**src/rtl/load_store_unit.sv**
```systemverilog
// rtl/load_store_unit.sv - word-only load/store sequencer with read-modify-write for sub-word stores
module load_store_unit #(
    parameter int ADDR_W = 32
) (
    input  logic              clk,
    input  logic              rst,
    input  logic              req_valid,
    input  logic              req_load,
    input  logic              req_store,
    input  logic [2:0]        req_funct3,
    input  logic [ADDR_W-1:0] req_addr,
    input  logic [31:0]       req_wdata,
    output logic              ready,
    output logic [ADDR_W-1:0] mem_addr,
    output logic              mem_re,
    output logic              mem_we,
    output logic [31:0]       mem_wdata,
    input  logic [31:0]       mem_rdata,
    output logic              load_valid,
    output logic [31:0]       load_data,
    output logic              store_done,
    output logic              lsu_err,
    output logic [1:0]        lsu_err_cause
);

    typedef enum logic [2:0] {
        S_IDLE, S_LD_RD, S_LD_DONE, S_ST_WR, S_RMW_RD, S_RMW_WR, S_ERR
    } state_t;

    localparam logic [1:0] CAUSE_MISALIGNED = 2'b01;
    localparam logic [1:0] CAUSE_ILLEGAL    = 2'b10;

    state_t            state_q, state_d;
    logic [ADDR_W-1:0] addr_q, addr_d;
    logic [2:0]        funct3_q, funct3_d;
    logic [31:0]       wdata_q, wdata_d;
    logic [1:0]        cause_q, cause_d;

    logic ld_f3_ok, st_f3_ok, illegal, misaligned;
    logic [7:0]  byte_lane;
    logic [15:0] half_lane;
    logic [31:0] merged;

    // Request classification; only ever feeds next-state, never an output directly.
    assign ld_f3_ok   = req_funct3 inside {3'b000, 3'b001, 3'b010, 3'b100, 3'b101};
    assign st_f3_ok   = req_funct3 inside {3'b000, 3'b001, 3'b010};
    assign illegal    = !(req_load ^ req_store)
                      || (req_load && !ld_f3_ok)
                      || (req_store && !st_f3_ok);
    assign misaligned = ((req_funct3[1:0] == 2'b10) && (req_addr[1:0] != 2'b00))
                      || ((req_funct3[1:0] == 2'b01) && req_addr[0]);

    // State and latched request; reset drops any transaction in flight.
    always_ff @(posedge clk or posedge rst) begin
        if (rst) begin
            state_q  <= S_IDLE;
            addr_q   <= '0;
            funct3_q <= '0;
            wdata_q  <= '0;
            cause_q  <= '0;
        end else begin
            state_q  <= state_d;
            addr_q   <= addr_d;
            funct3_q <= funct3_d;
            wdata_q  <= wdata_d;
            cause_q  <= cause_d;
        end
    end

    // Next state: a request is captured only in IDLE, everything else walks a fixed sequence.
    always_comb begin
        state_d  = state_q;
        addr_d   = addr_q;
        funct3_d = funct3_q;
        wdata_d  = wdata_q;
        cause_d  = cause_q;
        case (state_q)
            S_IDLE: begin
                if (req_valid) begin
                    addr_d   = req_addr;
                    funct3_d = req_funct3;
                    wdata_d  = req_wdata;
                    cause_d  = 2'b00;
                    if (illegal) begin
                        cause_d = CAUSE_ILLEGAL;
                        state_d = S_ERR;
                    end else if (misaligned) begin
                        cause_d = CAUSE_MISALIGNED;
                        state_d = S_ERR;
                    end else if (req_load) begin
                        state_d = S_LD_RD;
                    end else if (req_funct3[1:0] == 2'b10) begin
                        state_d = S_ST_WR;
                    end else begin
                        state_d = S_RMW_RD;
                    end
                end
            end
            S_LD_RD:   state_d = S_LD_DONE;
            S_RMW_RD:  state_d = S_RMW_WR;
            default:   state_d = S_IDLE;
        endcase
    end

    // Lane extraction for loads and lane insertion for sub-word stores.
    always_comb begin
        byte_lane = mem_rdata[{addr_q[1:0], 3'b000} +: 8];
        half_lane = mem_rdata[{addr_q[1], 4'b0000} +: 16];
        merged    = mem_rdata;
        if (funct3_q[1:0] == 2'b00) begin
            merged[{addr_q[1:0], 3'b000} +: 8] = wdata_q[7:0];
        end else begin
            merged[{addr_q[1], 4'b0000} +: 16] = wdata_q[15:0];
        end
    end

    // Outputs decoded from state and latched request only.
    always_comb begin
        ready         = 1'b0;
        mem_addr      = '0;
        mem_re        = 1'b0;
        mem_we        = 1'b0;
        mem_wdata     = '0;
        load_valid    = 1'b0;
        load_data     = '0;
        store_done    = 1'b0;
        lsu_err       = 1'b0;
        lsu_err_cause = '0;
        if (state_q != S_IDLE) begin
            mem_addr = {addr_q[ADDR_W-1:2], 2'b00};
        end
        case (state_q)
            S_IDLE: ready = 1'b1;
            S_LD_RD, S_RMW_RD: mem_re = 1'b1;
            S_LD_DONE: begin
                load_valid = 1'b1;
                case (funct3_q)
                    3'b000:  load_data = {{24{byte_lane[7]}}, byte_lane};
                    3'b001:  load_data = {{16{half_lane[15]}}, half_lane};
                    3'b100:  load_data = {24'h0, byte_lane};
                    3'b101:  load_data = {16'h0, half_lane};
                    default: load_data = mem_rdata;
                endcase
            end
            S_ST_WR: begin
                mem_we     = 1'b1;
                mem_wdata  = wdata_q;
                store_done = 1'b1;
            end
            S_RMW_WR: begin
                mem_we     = 1'b1;
                mem_wdata  = merged;
                store_done = 1'b1;
            end
            S_ERR: begin
                lsu_err       = 1'b1;
                lsu_err_cause = cause_q;
            end
            default: ;
        endcase
    end

endmodule

```
**config.mk**
```make
export PLATFORM = sky130hd
export DESIGN_NAME = load_store_unit
export DESIGN_NICKNAME = d
export VERILOG_FILES = /design/src/rtl/load_store_unit.sv
export SDC_FILE = /design/constraint.sdc
export NUM_CORES = 1
export LEC_CHECK = 0
export BUFFER_PORTS_ARGS = -buffer_cell sky130_fd_sc_hd__buf_2
export CAP_MARGIN = 0
export CELL_PAD_IN_SITES_DETAIL_PLACEMENT = 0
export CELL_PAD_IN_SITES_GLOBAL_PLACEMENT = 1
export CORE_UTILIZATION = 32
export CTS_CLUSTER_DIAMETER = 40
export DETAILED_ROUTE_END_ITERATION = 12
export PLACE_DENSITY = 0.9
export SLEW_MARGIN = 5
export SYNTH_ARGS = -nofsm -noshare
export SYNTH_HDL_FRONTEND = slang
export SYNTH_SLANG_ARGS = --single-unit
export TNS_END_PERCENT = 100
```
**constraint.sdc**
```tcl
create_clock -name clk -period 2.23 [get_ports clk]
set_input_delay 0.223 -clock clk [delete_from_list [all_inputs] [get_ports clk]]
set_output_delay 0.223 -clock clk [all_outputs]
set_load 0.1 [all_outputs]
```
==> metrics.txt <==
# TYPE chip_impl_metric gauge
chip_impl_metric{name="vias_per_cell",unit=""} 5.39
chip_impl_metric{name="grt_antenna_before_repair",unit=""} 2
chip_impl_metric{name="detail-route-antenna-nets",unit=""} 0
chip_impl_metric{name="setup_viol_count_final",unit=""} 56
chip_impl_metric{name="maxClockFrequency",unit="GHz"} 0.405
chip_impl_metric{name="vias_in_the_first_global_route",unit=""} 4681
chip_impl_metric{name="grt.overflow.total",unit=""} 0
chip_impl_metric{name="timing.final.hold_violations",unit=""} 0
chip_impl_info{name="top_layer_used",value="met5"} 1
chip_impl_metric{name="final_layout_size_suffix_gt1_frac",unit=""} 0.694
chip_impl_metric{name="met2_routed_length",unit="mm"} 8.42
chip_impl_metric{name="wl",unit="mm"} 17.0
chip_impl_metric{name="cts.path.max_buffers",unit=""} 2
chip_impl_metric{name="synth_xor_xnor_area_share",unit=""} 0.00379
chip_impl_metric{name="area_delta_synth_final",unit="%"} 76.4
chip_impl_info{name="hp-class",value="in -> reg"} 1
chip_impl_info{name="dominant_combinational_cell_family_by_area_after_synthesis",value="multiplexers"} 1
chip_impl_metric{name="design.core.area",unit="um^2"} 14000
chip_impl_info{name="most_frequent_cell_after_synthesis",value="mux2_2"} 1
chip_impl_metric{name="total_die_area",unit="um^2"} 14900
chip_impl_metric{name="route.layer.met1.wl",unit="mm"} 6.49
chip_impl_metric{name="worstPathRequired",unit="ps"} 2010
chip_impl_metric{name="period_minus_slack",unit="ps"} 2470
chip_impl_metric{name="finalNonFillerCells",unit=""} 860
chip_impl_metric{name="yosysTopAreaCellShare",unit=""} 0.390
chip_impl_info{name="synth_flop_cell",value="dfrtp_1"} 1
chip_impl_metric{name="final.setup_skew",unit="ps"} 5.61
chip_impl_metric{name="arrival",unit="ps"} 2250
chip_impl_metric{name="timing.max_cap.violations",unit=""} 0
chip_impl_metric{name="start_util",unit=""} 0.330
chip_impl_metric{name="holdPathStages",unit=""} 2
chip_impl_metric{name="synth-compound-area-share",unit=""} 0.204
chip_impl_metric{name="num-nets-final",unit=""} 785
chip_impl_metric{name="post_synth_fa_ha_maj_area_fraction",unit=""} 0.0135
chip_impl_metric{name="finalWeightedCongestion",unit=""} 0.886
chip_impl_metric{name="synthesis.yosys.warnings",unit=""} 0
chip_impl_metric{name="netlist_area",unit="um^2"} 4620
chip_impl_info{name="rsz_0062_raised_after_global_routing",value="true"} 1
chip_impl_metric{name="number_of_vias_after_detailed_routing",unit=""} 4637
chip_impl_info{name="clockRootBuffer",value="clkbuf_16"} 1
chip_impl_metric{name="seq_area",unit="um^2"} 1810
chip_impl_metric{name="die_width",unit="um"} 122
chip_impl_metric{name="port-buffer-count",unit=""} 205
chip_impl_metric{name="min_period_over_period",unit=""} 1.11
chip_impl_info{name="synth.largest_area_cell",value="dfrtp_1"} 1
chip_impl_info{name="netlist_top_cells_count",value="74 x mux2_2, 72 x dfrtp_1, 32 x nor2b_1, 25 x nand2_1"} 1
chip_impl_info{name="worstSetupEndpointType",value="primary output"} 1
chip_impl_metric{name="multi_input_area",unit="um^2"} 3230
chip_impl_metric{name="post-dp-hpwl",unit="mm"} 12.8
chip_impl_info{name="critPathKind",value="reg -> out"} 1
chip_impl_metric{name="worst_pin_slew",unit="ps"} 579
chip_impl_metric{name="dpl.cell_count",unit=""} 826
chip_impl_metric{name="critical_path.max_fanout",unit=""} 8
chip_impl_metric{name="asyncSetResetFlopFracSynth",unit=""} 1.00
chip_impl_metric{name="synth_edf_count",unit=""} 0
chip_impl_metric{name="r2r_cells",unit=""} 5
chip_impl_metric{name="std_cell_rows",unit=""} 43
chip_impl_metric{name="synth.mux.area_fraction",unit=""} 0.206
chip_impl_metric{name="grt.total_usage",unit=""} 0.231
chip_impl_info{name="failed_checks",value="setup timing"} 1
chip_impl_metric{name="antenna_cells",unit=""} 0
chip_impl_metric{name="synth_seq_area_share",unit=""} 0.390
chip_impl_metric{name="cts_inserted_buffers",unit=""} 9
chip_impl_metric{name="worstSkewPairLatency",unit="ps"} 330
chip_impl_metric{name="total_of_flip_flops_plus_latches_after_synthesis",unit=""} 72
chip_impl_metric{name="cts.sinks",unit=""} 72
chip_impl_metric{name="synthCells",unit=""} 448
chip_impl_metric{name="drt_iter0_markers",unit=""} 307
chip_impl_metric{name="wire_length_of_the_first_global_routing_pass",unit="mm"} 25.9
chip_impl_metric{name="drt_drc_violations_left",unit=""} 0
chip_impl_metric{name="chipHeight",unit="um"} 122
chip_impl_info{name="outcome",value="complete, but fails checks"} 1
chip_impl_metric{name="synth_simple_gate_area_share",unit=""} 0.128
chip_impl_info{name="tritoncts",value="built"} 1
chip_impl_metric{name="wl_met3",unit="mm"} 1.53
chip_impl_info{name="start_kind",value="flip-flop"} 1
chip_impl_metric{name="netlist-cell-type-count",unit=""} 47
chip_impl_metric{name="n_fill_cell",unit=""} 1139
chip_impl_metric{name="grt_start_max_net_pins",unit=""} 47
chip_impl_metric{name="worst_setup_hold_path_clk_slew",unit="ps"} 60
chip_impl_metric{name="cts.htree.levels",unit=""} 3
chip_impl_metric{name="num_io_pins",unit=""} 208
chip_impl_metric{name="synth.avg_cell_area",unit="um^2"} 10.3
chip_impl_metric{name="detailed_routing_iterations_pass_1",unit=""} 4
chip_impl_metric{name="drv_slew",unit=""} 0
chip_impl_metric{name="post-route-worst-setup-slack",unit="ps"} -241
chip_impl_info{name="synth.top_cells.by_area",value="dfrtp_1 39%, mux2_2 18%, nor2b_1 4.3%"} 1
chip_impl_metric{name="wire_length_per_cell_after_detailed_routing",unit="um"} 19.7
chip_impl_metric{name="timing.slew.headroom",unit=""} 0.613
## state kept, by name, indices dropped and copies added, names as in the netlist
| signal | count |
|---|---|
| addr_q | 32 |
| wdata_q | 32 |
| funct3_q | 3 |
| state_q | 3 |
| cause_q | 2 |
## path summary, 6_finish.rpt
| path | start | to | slack [ps] |
|---|---|---|---|
| min | req_wdata[18] | wdata_q[18]$_DFFE_PP0P_ | 120 |
| max | addr_q[0]$_DFFE_PP0P_ | mem_wdata[5] | -240 |
| max in group asynchronous | rst | addr_q[1]$_DFFE_PP0P_ | 1050 |
| min in group asynchronous | rst | addr_q[9]$_DFFE_PP0P_ | 510 |
| max reg2reg | state_q[2]$_DFFE_PP0P_ | addr_q[19]$_DFFE_PP0P_ | 330 |
| min reg2reg | addr_q[15]$_DFFE_PP0P_ | addr_q[15]$_DFFE_PP0P_ | 500 |
## cells by family after synthesis
family	Yosys count
buf+inv	50
other cells	1
flops	72
fa+ha+maj	5
compound gates	125
simple gates	107
xor+xnor	2
mux	86
## timing repair
action | CTS | global route
hold buffers | 1 | 0
pin swaps | 25 | 17
hold endpoints to repair | 26 | 0
endpoints found under the setup margin | 63 | 64
setup buffers | 11 | 8
resized for setup | 65 | 27
cloned | 0 | 1
## area by class of cell
| cell class | instances | share of cell area |
|---|---|---|
| repair buffers | 250 | 0.307 |
| well taps | 180 | 0.0276 |
| multi-input cells | 327 | 0.396 |
| clock buffers | 10 | 0.0293 |
| flip-flops and latches | 72 | 0.221 |
| clock inverters | 5 | 0.00997 |
| inverters | 16 | 0.00921 |
## cells in the final DEF (no fill, tap or decap), types with 5 or more instances in the layout
| cell | synthesis | routed |
|---|---|---|
| buf_2 | 9 | 137 |
| buf_12 | 0 | 73 |
| dfrtp_1 | 72 | 69 |
| mux2_2 | 74 | 68 |
| nor2b_2 | 0 | 26 |
| buf_4 | 12 | 26 |
| nand2_1 | 25 | 24 |
| a22o_4 | 0 | 16 |
| o21ai_0 | 21 | 14 |
| buf_6 | 1 | 12 |
| mux2i_1 | 12 | 11 |
| a21oi_1 | 21 | 11 |
| inv_1 | 15 | 10 |
| nor2_1 | 21 | 10 |
| a221o_1 | 18 | 10 |
| a21o_4 | 0 | 10 |
| nor2_2 | 0 | 9 |
| clkbuf_16 | 0 | 9 |
| and2_1 | 11 | 8 |
| a221o_2 | 0 | 8 |
| a21oi_4 | 0 | 8 |
| a21o_1 | 17 | 7 |
| a31oi_1 | 7 | 7 |
| o221a_2 | 7 | 7 |
| a22oi_2 | 0 | 6 |
| mux2_4 | 0 | 6 |
| nor2b_1 | 32 | 5 |
## critical path, stage by stage, from the launching register on
cell     delay (ps)
dfrtp_1         430
buf_6           150
or3_4           330
o32a_1          340
o21ai_4         180
buf_12          160
a22o_4          160
buf_12          170
## per-layer routing
layer	up-vias	track usage
met5	-	0
met4	4	0.0861
met3	45	0.0651
met2	228	0.402
met1	2260	0.269
li1	2100	-
## through the flow
step	area, um^2	hold slack [ps]	util	setup WS [ps]	TNS, ps
final	8150	120	0.583	-241	-6250
after global placement	7300	298	0.522	-223	-2600
after detailed placement	7300	319	0.522	-224	-3130
after CTS	8010	107	0.573	-229	-5980
after global routing	8150	112	0.583	-301	-9240
after floorplan	5000	340	-	-556	-2770
Power is left out: the tool's default activity adds up to more than one toggle a clock period on the data nets, which glitch-free logic cannot reach.
